<file path="src/rtl/pwm_fade_sched.sv">
// Round-robin scheduler that shares one fade LED among NUM_REQ event sources.
// Optional per-requester coalesced-event counters are built when PWM_FADE_SCHED_STATS_EN is defined.
module pwm_fade_sched #(
   parameter int          NUM_REQ     = 4,
   parameter int          SEL_W       = 2,
   parameter int unsigned HOLD_CYCLES = 16777216
) (
   input  logic                 clk,
   input  logic                 reset,
   input  logic [NUM_REQ-1:0]   req,
   output logic                 trigger,
   output logic [SEL_W-1:0]     sel,
   output logic                 busy,
   output logic [NUM_REQ-1:0]   pending,
   output logic [8*NUM_REQ-1:0] coalesce_cnt
);

   localparam logic [1:0]       ST_IDLE   = 2'd0;
   localparam logic [1:0]       ST_FIRE   = 2'd1;
   localparam logic [1:0]       ST_HOLD   = 2'd2;
   localparam logic [31:0]      HOLD_LOAD = 32'(HOLD_CYCLES - 1);
   localparam logic [SEL_W:0]   NUM_REQ_W = (SEL_W + 1)'(NUM_REQ);

   logic [1:0]           state_reg, state_next;
   logic [31:0]          hold_cnt_reg, hold_cnt_next;
   logic [SEL_W-1:0]     sel_reg, sel_next;
   logic [SEL_W-1:0]     last_grant_reg, last_grant_next;
   logic [NUM_REQ-1:0]   pending_reg, pending_next;
   logic [NUM_REQ-1:0]   fire_mask, clr_mask;

   logic [2*NUM_REQ-1:0] pend_dbl;
   logic [NUM_REQ-1:0]   pend_rot;
   logic [SEL_W:0]       rot_base, win_sum;
   logic [SEL_W-1:0]     win_off;
   logic                 win_found;

   genvar gi;

   for (gi = 0; gi < NUM_REQ; gi++) begin : g_fire_mask
      assign fire_mask[gi] = (state_reg == ST_FIRE) && (sel_reg == SEL_W'(gi));
   end

   // A req coinciding with its own FIRE re-arms the flag instead of being lost.
   assign clr_mask     = fire_mask & ~req;
   assign pending_next = (pending_reg & ~clr_mask) | req;

   // Rotate pending so bit 0 is last_grant+1, take the lowest set bit, then un-rotate.
   always_comb begin
      pend_dbl  = {pending_reg, pending_reg};
      rot_base  = {1'b0, last_grant_reg} + 1'b1;
      pend_rot  = pend_dbl[rot_base +: NUM_REQ];
      win_found = 1'b0;
      win_off   = '0;
      for (int j = NUM_REQ - 1; j >= 0; j--) begin
         if (pend_rot[j]) begin
            win_found = 1'b1;
            win_off   = SEL_W'(j);
         end
      end
      win_sum = rot_base + {1'b0, win_off};
      if (win_sum >= NUM_REQ_W) begin
         win_sum = win_sum - NUM_REQ_W;
      end
   end

   always_comb begin
      state_next      = state_reg;
      hold_cnt_next   = hold_cnt_reg;
      sel_next        = sel_reg;
      last_grant_next = last_grant_reg;
      case (state_reg)
         ST_IDLE: begin
            if (win_found) begin
               sel_next        = win_sum[SEL_W-1:0];
               last_grant_next = win_sum[SEL_W-1:0];
               state_next      = ST_FIRE;
            end
         end
         ST_FIRE: begin
            hold_cnt_next = HOLD_LOAD;
            state_next    = ST_HOLD;
         end
         ST_HOLD: begin
            if (hold_cnt_reg == 32'd0) begin
               state_next = ST_IDLE;
            end else begin
               hold_cnt_next = hold_cnt_reg - 32'd1;
            end
         end
         default: begin
            state_next = ST_IDLE;
         end
      endcase
   end

   always_ff @(posedge clk) begin
      if (reset) begin
         state_reg      <= ST_IDLE;
         hold_cnt_reg   <= '0;
         sel_reg        <= '0;
         last_grant_reg <= SEL_W'(NUM_REQ - 1);
         pending_reg    <= '0;
      end else begin
         state_reg      <= state_next;
         hold_cnt_reg   <= hold_cnt_next;
         sel_reg        <= sel_next;
         last_grant_reg <= last_grant_next;
         pending_reg    <= pending_next;
      end
   end

   // Outputs are forced low in the reset cycle so an aborted window never fires.
   assign trigger = (state_reg == ST_FIRE) && !reset;
   assign busy    = ((state_reg == ST_FIRE) || (state_reg == ST_HOLD)) && !reset;
   assign sel     = sel_reg;
   assign pending = pending_reg;

`ifdef PWM_FADE_SCHED_STATS_EN
   for (gi = 0; gi < NUM_REQ; gi++) begin : g_stats
      logic [7:0] cnt_reg;
      always_ff @(posedge clk) begin
         if (reset) begin
            cnt_reg <= '0;
         end else if (req[gi] && pending_reg[gi] && !clr_mask[gi] && (cnt_reg != 8'hFF)) begin
            cnt_reg <= cnt_reg + 8'd1;
         end
      end
      assign coalesce_cnt[8*gi +: 8] = cnt_reg;
   end
`else
   assign coalesce_cnt = '0;
`endif

endmodule

</file>
<file path="config.mk">
export PLATFORM = sky130hd
export DESIGN_NAME = pwm_fade_sched
export DESIGN_NICKNAME = d
export VERILOG_FILES = /design/src/rtl/pwm_fade_sched.sv
export SDC_FILE = /design/constraint.sdc
export NUM_CORES = 1
export LEC_CHECK = 0
export ABC_AREA = 1
export BUFFER_PORTS_ARGS = -buffer_cell sky130_fd_sc_hd__buf_2
export CAP_MARGIN = 20
export CORE_UTILIZATION = 30
export DETAILED_ROUTE_END_ITERATION = 8
export GPL_TIMING_DRIVEN = 1
export PLACE_DENSITY = 0.51
export RECOVER_POWER = 50
export REMOVE_ABC_BUFFERS = 1
export SETUP_SLACK_MARGIN = 0.02
export SLEW_MARGIN = 25
export SYNTH_ARGS = -nofsm -noshare
export SYNTH_HDL_FRONTEND = slang
export SYNTH_SLANG_ARGS = --single-unit
</file>
<file path="constraint.sdc">
create_clock -name clk -period 3.42 [get_ports clk]
set_input_delay 0.684 -clock clk [delete_from_list [all_inputs] [get_ports clk]]
set_output_delay 0.684 -clock clk [all_outputs]
set_load 0.01 [all_outputs]
</file>
=== Yosys cells after proc, flatten, opt, wreduce, memory -nomap -nowiden ===
Index checks and enable logic that the tools add are counted.

* Register bits after elaboration: 42
* Input bits: 6
* Output and inout bits: 40
* Word-level logic and storage cells: 53

* Add/sub/neg operators: 4
* Order comparisons: 1
* Equality and inequality tests: 8
* Shifts and indexed selects: 1
* Muxes and demuxes: 14
* Bitwise gates (word level): 5
* Reductions and logical operators: 15

{| class="wikitable"
|+ Operators with widths
! kind !! count
|-
| 32-bit case mux with 2 select lines || 1
|-
| 32-bit logical NOT || 1
|-
| 32-bit two-way mux || 1
|-
| 32-bit by 1-bit subtractor with 32-bit output (second input constant) || 1
|-
| 2-bit two-way mux || 7
|-
| 4-bit bitwise AND || 2
|-
| 4-bit inverter || 2
|-
| 8-bit by 4-bit indexed part select with 4-bit output || 1
|-
| 2-bit equality test (second input constant) || 3
|-
| 1-bit logical AND || 6
|-
| 2-bit != test (second input constant) || 3
|-
| 2-bit case mux with 3 select lines || 1
|-
| 2-bit AND reduction || 3
|-
| 2-bit by 1-bit equality test with 1-bit output (second input constant) || 2
|-
| 2-bit logical NOT || 2
|-
| 1-bit two-way mux || 4
|-
| 4-bit bitwise OR || 1
|-
| 2-bit by 1-bit adder with 3-bit output (second input constant) || 1
|-
| 3-bit by 2-bit adder with 3-bit output || 1
|-
| 3-bit greater-or-equal comparator (second input constant) || 1
|-
| 2-bit nonzero test || 1
|-
| 2-bit by 1-bit subtractor with 2-bit output (second input constant) || 1
|-
| 1-bit logical NOT || 1
|-
| 1-bit logical OR || 1
|}

=== Logic depth before layout (Yosys ltp) ===
* Depth after elaboration: 9
* Gate-level depth with buffers: 13
* Depth with buffers taken out: 13

=== Least setup slack after synthesis ===
OpenSTA, ideal clock, no wires.

* Path kind: input to output
* From: input port reset
* To: output port busy
* Arrival: 1,349 ps
* Data required time: 2,736 ps
* Setup slack: 1,387 ps
* Stages: 3
* Path buffers: 2
* Cells stage by stage: clkbuf_1 clkbuf_1 nor2_1

* Cells in the longest elaborated chain, start to end: 2

{| class="wikitable"
|+ Ends and longest elaborated chain
! element !! RTL line !! text
|-
| start, declared || 9 || <nowiki>input logic reset,</nowiki>
|-
| 1-bit logical NOT || 114 || <nowiki>assign busy = ((state_reg == ST_FIRE) || (state_reg == ST_HOLD)) && !reset;</nowiki>
|-
| 1-bit logical AND || 114 ||
|-
| end, declared || 13 || <nowiki>output logic busy,</nowiki>
|}

Every way passes these cells.

=== Worst setup path in the final report ===
* From: register hold_cnt_reg[0]
* To: register hold_cnt_reg[12]

* Cells in the longest elaborated chain, start to end: 3
* Elaborated cells between the ends (all ways): 6
* Those cells by class: 1 x add/sub; 1 x eq/ne; 2 x mux; 2 x reduce/logical

{| class="wikitable"
|+ Ends and longest elaborated chain
! element !! RTL line !! text
|-
| start, declared || 25 || <nowiki>logic [31:0] hold_cnt_reg, hold_cnt_next;</nowiki>
|-
| start signal, assigned || 105 || <nowiki>hold_cnt_reg <= hold_cnt_next;</nowiki>
|-
| 32-bit by 1-bit subtractor with 32-bit output or 32-bit logical NOT (tied branches) || 87, 84 ||
|-
| 32-bit two-way mux or 2-bit != test (tied branches) || n/a ||
|-
| 32-bit case mux with 2 select lines or 2-bit AND reduction (tied branches) || n/a ||
|}

Parallel ways exist; a longest one is shown, timed or not. The select of a mux whose other input is x is not followed.
A chain may end at the register's enable or synchronous reset.

==> results.yml <==
status:
  status: "completed"
critical_path:
  endpoint_kind: "flop"
  crit_required_ns: 3.60
  worstPathMaxFanout: 26
  worstSetupStartpointType: "flop"
  cp.arrival_ns: 2.77
  crit_type: "flop to flop"
logic_synthesis:
  synth_top_cell_area_share_pct: 28.0
  yosysSeqAreaShare_pct: 28.0
  syn_area_per_cell_sq_um: 6.27
  yosysTopAreaCell: "dfxtp_1"
  yosys_most_used_dff: "dfxtp_1"
  synth.area.top_cells: "dfxtp_1 (28%), nand2_1 (15%), nor2_1 (11%)"
  ys_ff_latch: 42
  yosysWarningCount: 0
  synthCells: 479
  synthArstFlopShare_pct: 0
  synth-edff-count: 0
  netlist_area_sq_um: 3000
  ys_types: 29
placement:
  hpwl_um: 5330
  place_congestion: 0.847
  dp.cells: 615
  post_dp_cell_area_sq_um: 3050
  io_buffers: 13
die:
  die_h_um: 102
  io_pins: 46
  initial_core_util_pct: 30.9
  die_x_um: 102
  core_sq_um: 9730
  rows: 36
  die_area_sq_um: 10400
global_routing:
  grt-ovfl-total: 0
  grt_usage_pct: 14.5
  grt_max_degree: 28
  grt_pass1_vias: 2576
  use_met1_pct: 18.9
  grt_pass1_wl_um: 12000
  antenna_found_initial: 0
  use_met3_pct: 2.05
  grt_util_met2_pct: 24.5
  top_usage_layer: "met2"
finish:
  fill_cells: 1151
  diodes: 0
  post-route-cell-area_sq_um: 3130
  largest_reg_flops: 32
  fin_nets: 500
  stdcell_count: 622
  regArea_sq_um: 841
  drive_gt1_share_pct: 5.52
  multi_input_area_sq_um: 1780
  syn2layout_area_growth_pct: 4.13
clock_network:
  postCtsSetupBuffers: 0
  cts_made_buffers: 5
  cts.repair.resized: 0
  cts_sinks: 42
  cts_hold_buf: 0
  clk-insertion-delay-late_ns: 0.29
  clk_pin_slew_ns: 0.08
  cts-root-buf: "clkbuf_8"
  htreeDepth: 2
  clk_path_buf_depth: 2
  cts_tree: "built"
power_and_ir_drop:
  p_seq_share_pct: 26.6
  power_frac_clock_pct: 12.0
  swShare_pct: 52.7
  power_mw: 3.31
  internal-power_mw: 1.57
  ir_drop_v: 0.000532
  p_leak_nw: 1.37
  cellPowerDensity_nw_per_um2: 1060
  p_sw_mw: 1.75
  p_comb_share_pct: 61.3
timing:
  hold_viol: 0
  setup_violations: 0
  tns_ns: 0
  min_period_over_period_pct: 75.9
  hold_slack_ns: 0.494
  tightest_slew_ns: 1.04
  slew_violations: 0
  clock_skew_ns: 0.0101
  fmax_ghz: 0.385
  max_slew_margin_pct: 29.7
  period_needed_ns: 2.59
  rsz0062_at_grt: "no"
detailed_routing:
  routed_via_density: 4.46
  antenna_left: 0
  drt-pass1-iter-count: 5
  wl_per_cell_um: 11.3
  route.detailed.drc: 0
  first_iter_violations: 108
  vias: 2775
  totalWireLength_um: 7030
hold_path:
  hold_class: "flop to flop"
flow_run:
  drv_cap: 0
[layout by cell type (no fill, tap or decap), drive strengths merged]
cell type,n
dfxtp,42
o31ai,4
a21oi,33
o21ai,22
xor2,4
xnor2,10
nor3,1
nor2,94
or2,3
ha,5
bufinv,1
inv,42
nand4,8
buf,7
nand3,37
a21boi,1
nand2,126
o211ai,3
clkbuf,14
conb,32
[metrics by stage]
stage,util (%),setup WS (ns)
finish,32.1,0.825
global route,32.1,0.581
CTS,32.5,1.34
detailed placement,31.3,1.37
global placement,31.3,1.41
floorplan,-,1.68
[final cells by class]
cell class	count	share of cell area (%)
multi-input cells	383	56.9
flip-flops and latches	42	26.9
well taps	133	5.32
inverters	42	5.04
clock buffers	6	2.64
repair buffers	15	2.24
clock inverters	1	0.960
[synth_stat cells, types with 2 or more instances]
cell and n:
or2_2 3, xor2_1 4, buf_6 2, o21ai_0 21
buf_4 32, o211ai_1 3, xnor2_1 10, ha_1 5
nor2_1 86, nor2_4 3, nand3_1 37, dfxtp_1 42
nand2_2 3, clkbuf_1 5, nand2_1 122, a21oi_1 33
buf_8 2, inv_1 42, nor2_2 4, nand4_1 8
o31ai_1 4
[routing by layer]
layer  wire length (um)  vias up  share of wire [%]
li1                   -     1480                  -
met1               3550     1239                 51
met2               3160       50                 45
met3                221        6                3.1
met4                 89        0                1.3
met5                  0        -                  0
[cell families (layout without fill, tap and decap cells)]
| family | Yosys count | after routing | share of synthesized area (%) |
|---|---|---|---|
| AOI/OAI and AO/OA | 63 | 63 | 11.5 |
| buffers and inverters | 85 | 64 | 15.9 |
| DFF | 42 | 42 | 28.0 |
| other | 1 | 32 | 0.125 |
| xor gates and xnor gates | 14 | 14 | 4.08 |
| adders and majority gates | 5 | 5 | 2.08 |
| and+or+nand+nor | 269 | 269 | 38.2 |
[power by group through the flow]
stage	Clock (mW)	Combinational, mW	Sequential, mW
final	0.399	2.03	0.883
after global routing	0.434	2.33	0.916
after CTS	0.420	2.07	0.884
after detailed placement	0	2.06	0.893
after floorplan	0	1.61	0.842
after global placement	0	2.06	0.892
[critical path, cell delays in order (launching register included)]
cell	delay, ns
dfxtp_1	0.30
inv_1	0.10
ha_1	0.28
nand2_2	0.12
nor2_2	0.11
nand2_1	0.10
o21ai_0	0.84
nand2_4	0.35
o21ai_0	0.19
a21oi_1	0.09
[worst paths after layout]
kind | depth (start not counted) | endpoint | start | slack, ns
hold / removal | 2 | state_reg[1] | state_reg[1] | 0.49
hold reg to reg | 2 | state_reg[1] | state_reg[1] | 0.49
setup / recovery | 9 | hold_cnt_reg[12] | hold_cnt_reg[0] | 0.83
setup reg to reg | 9 | hold_cnt_reg[12] | hold_cnt_reg[0] | 0.83
No activity file was read; power rests on OpenSTA's default activity.
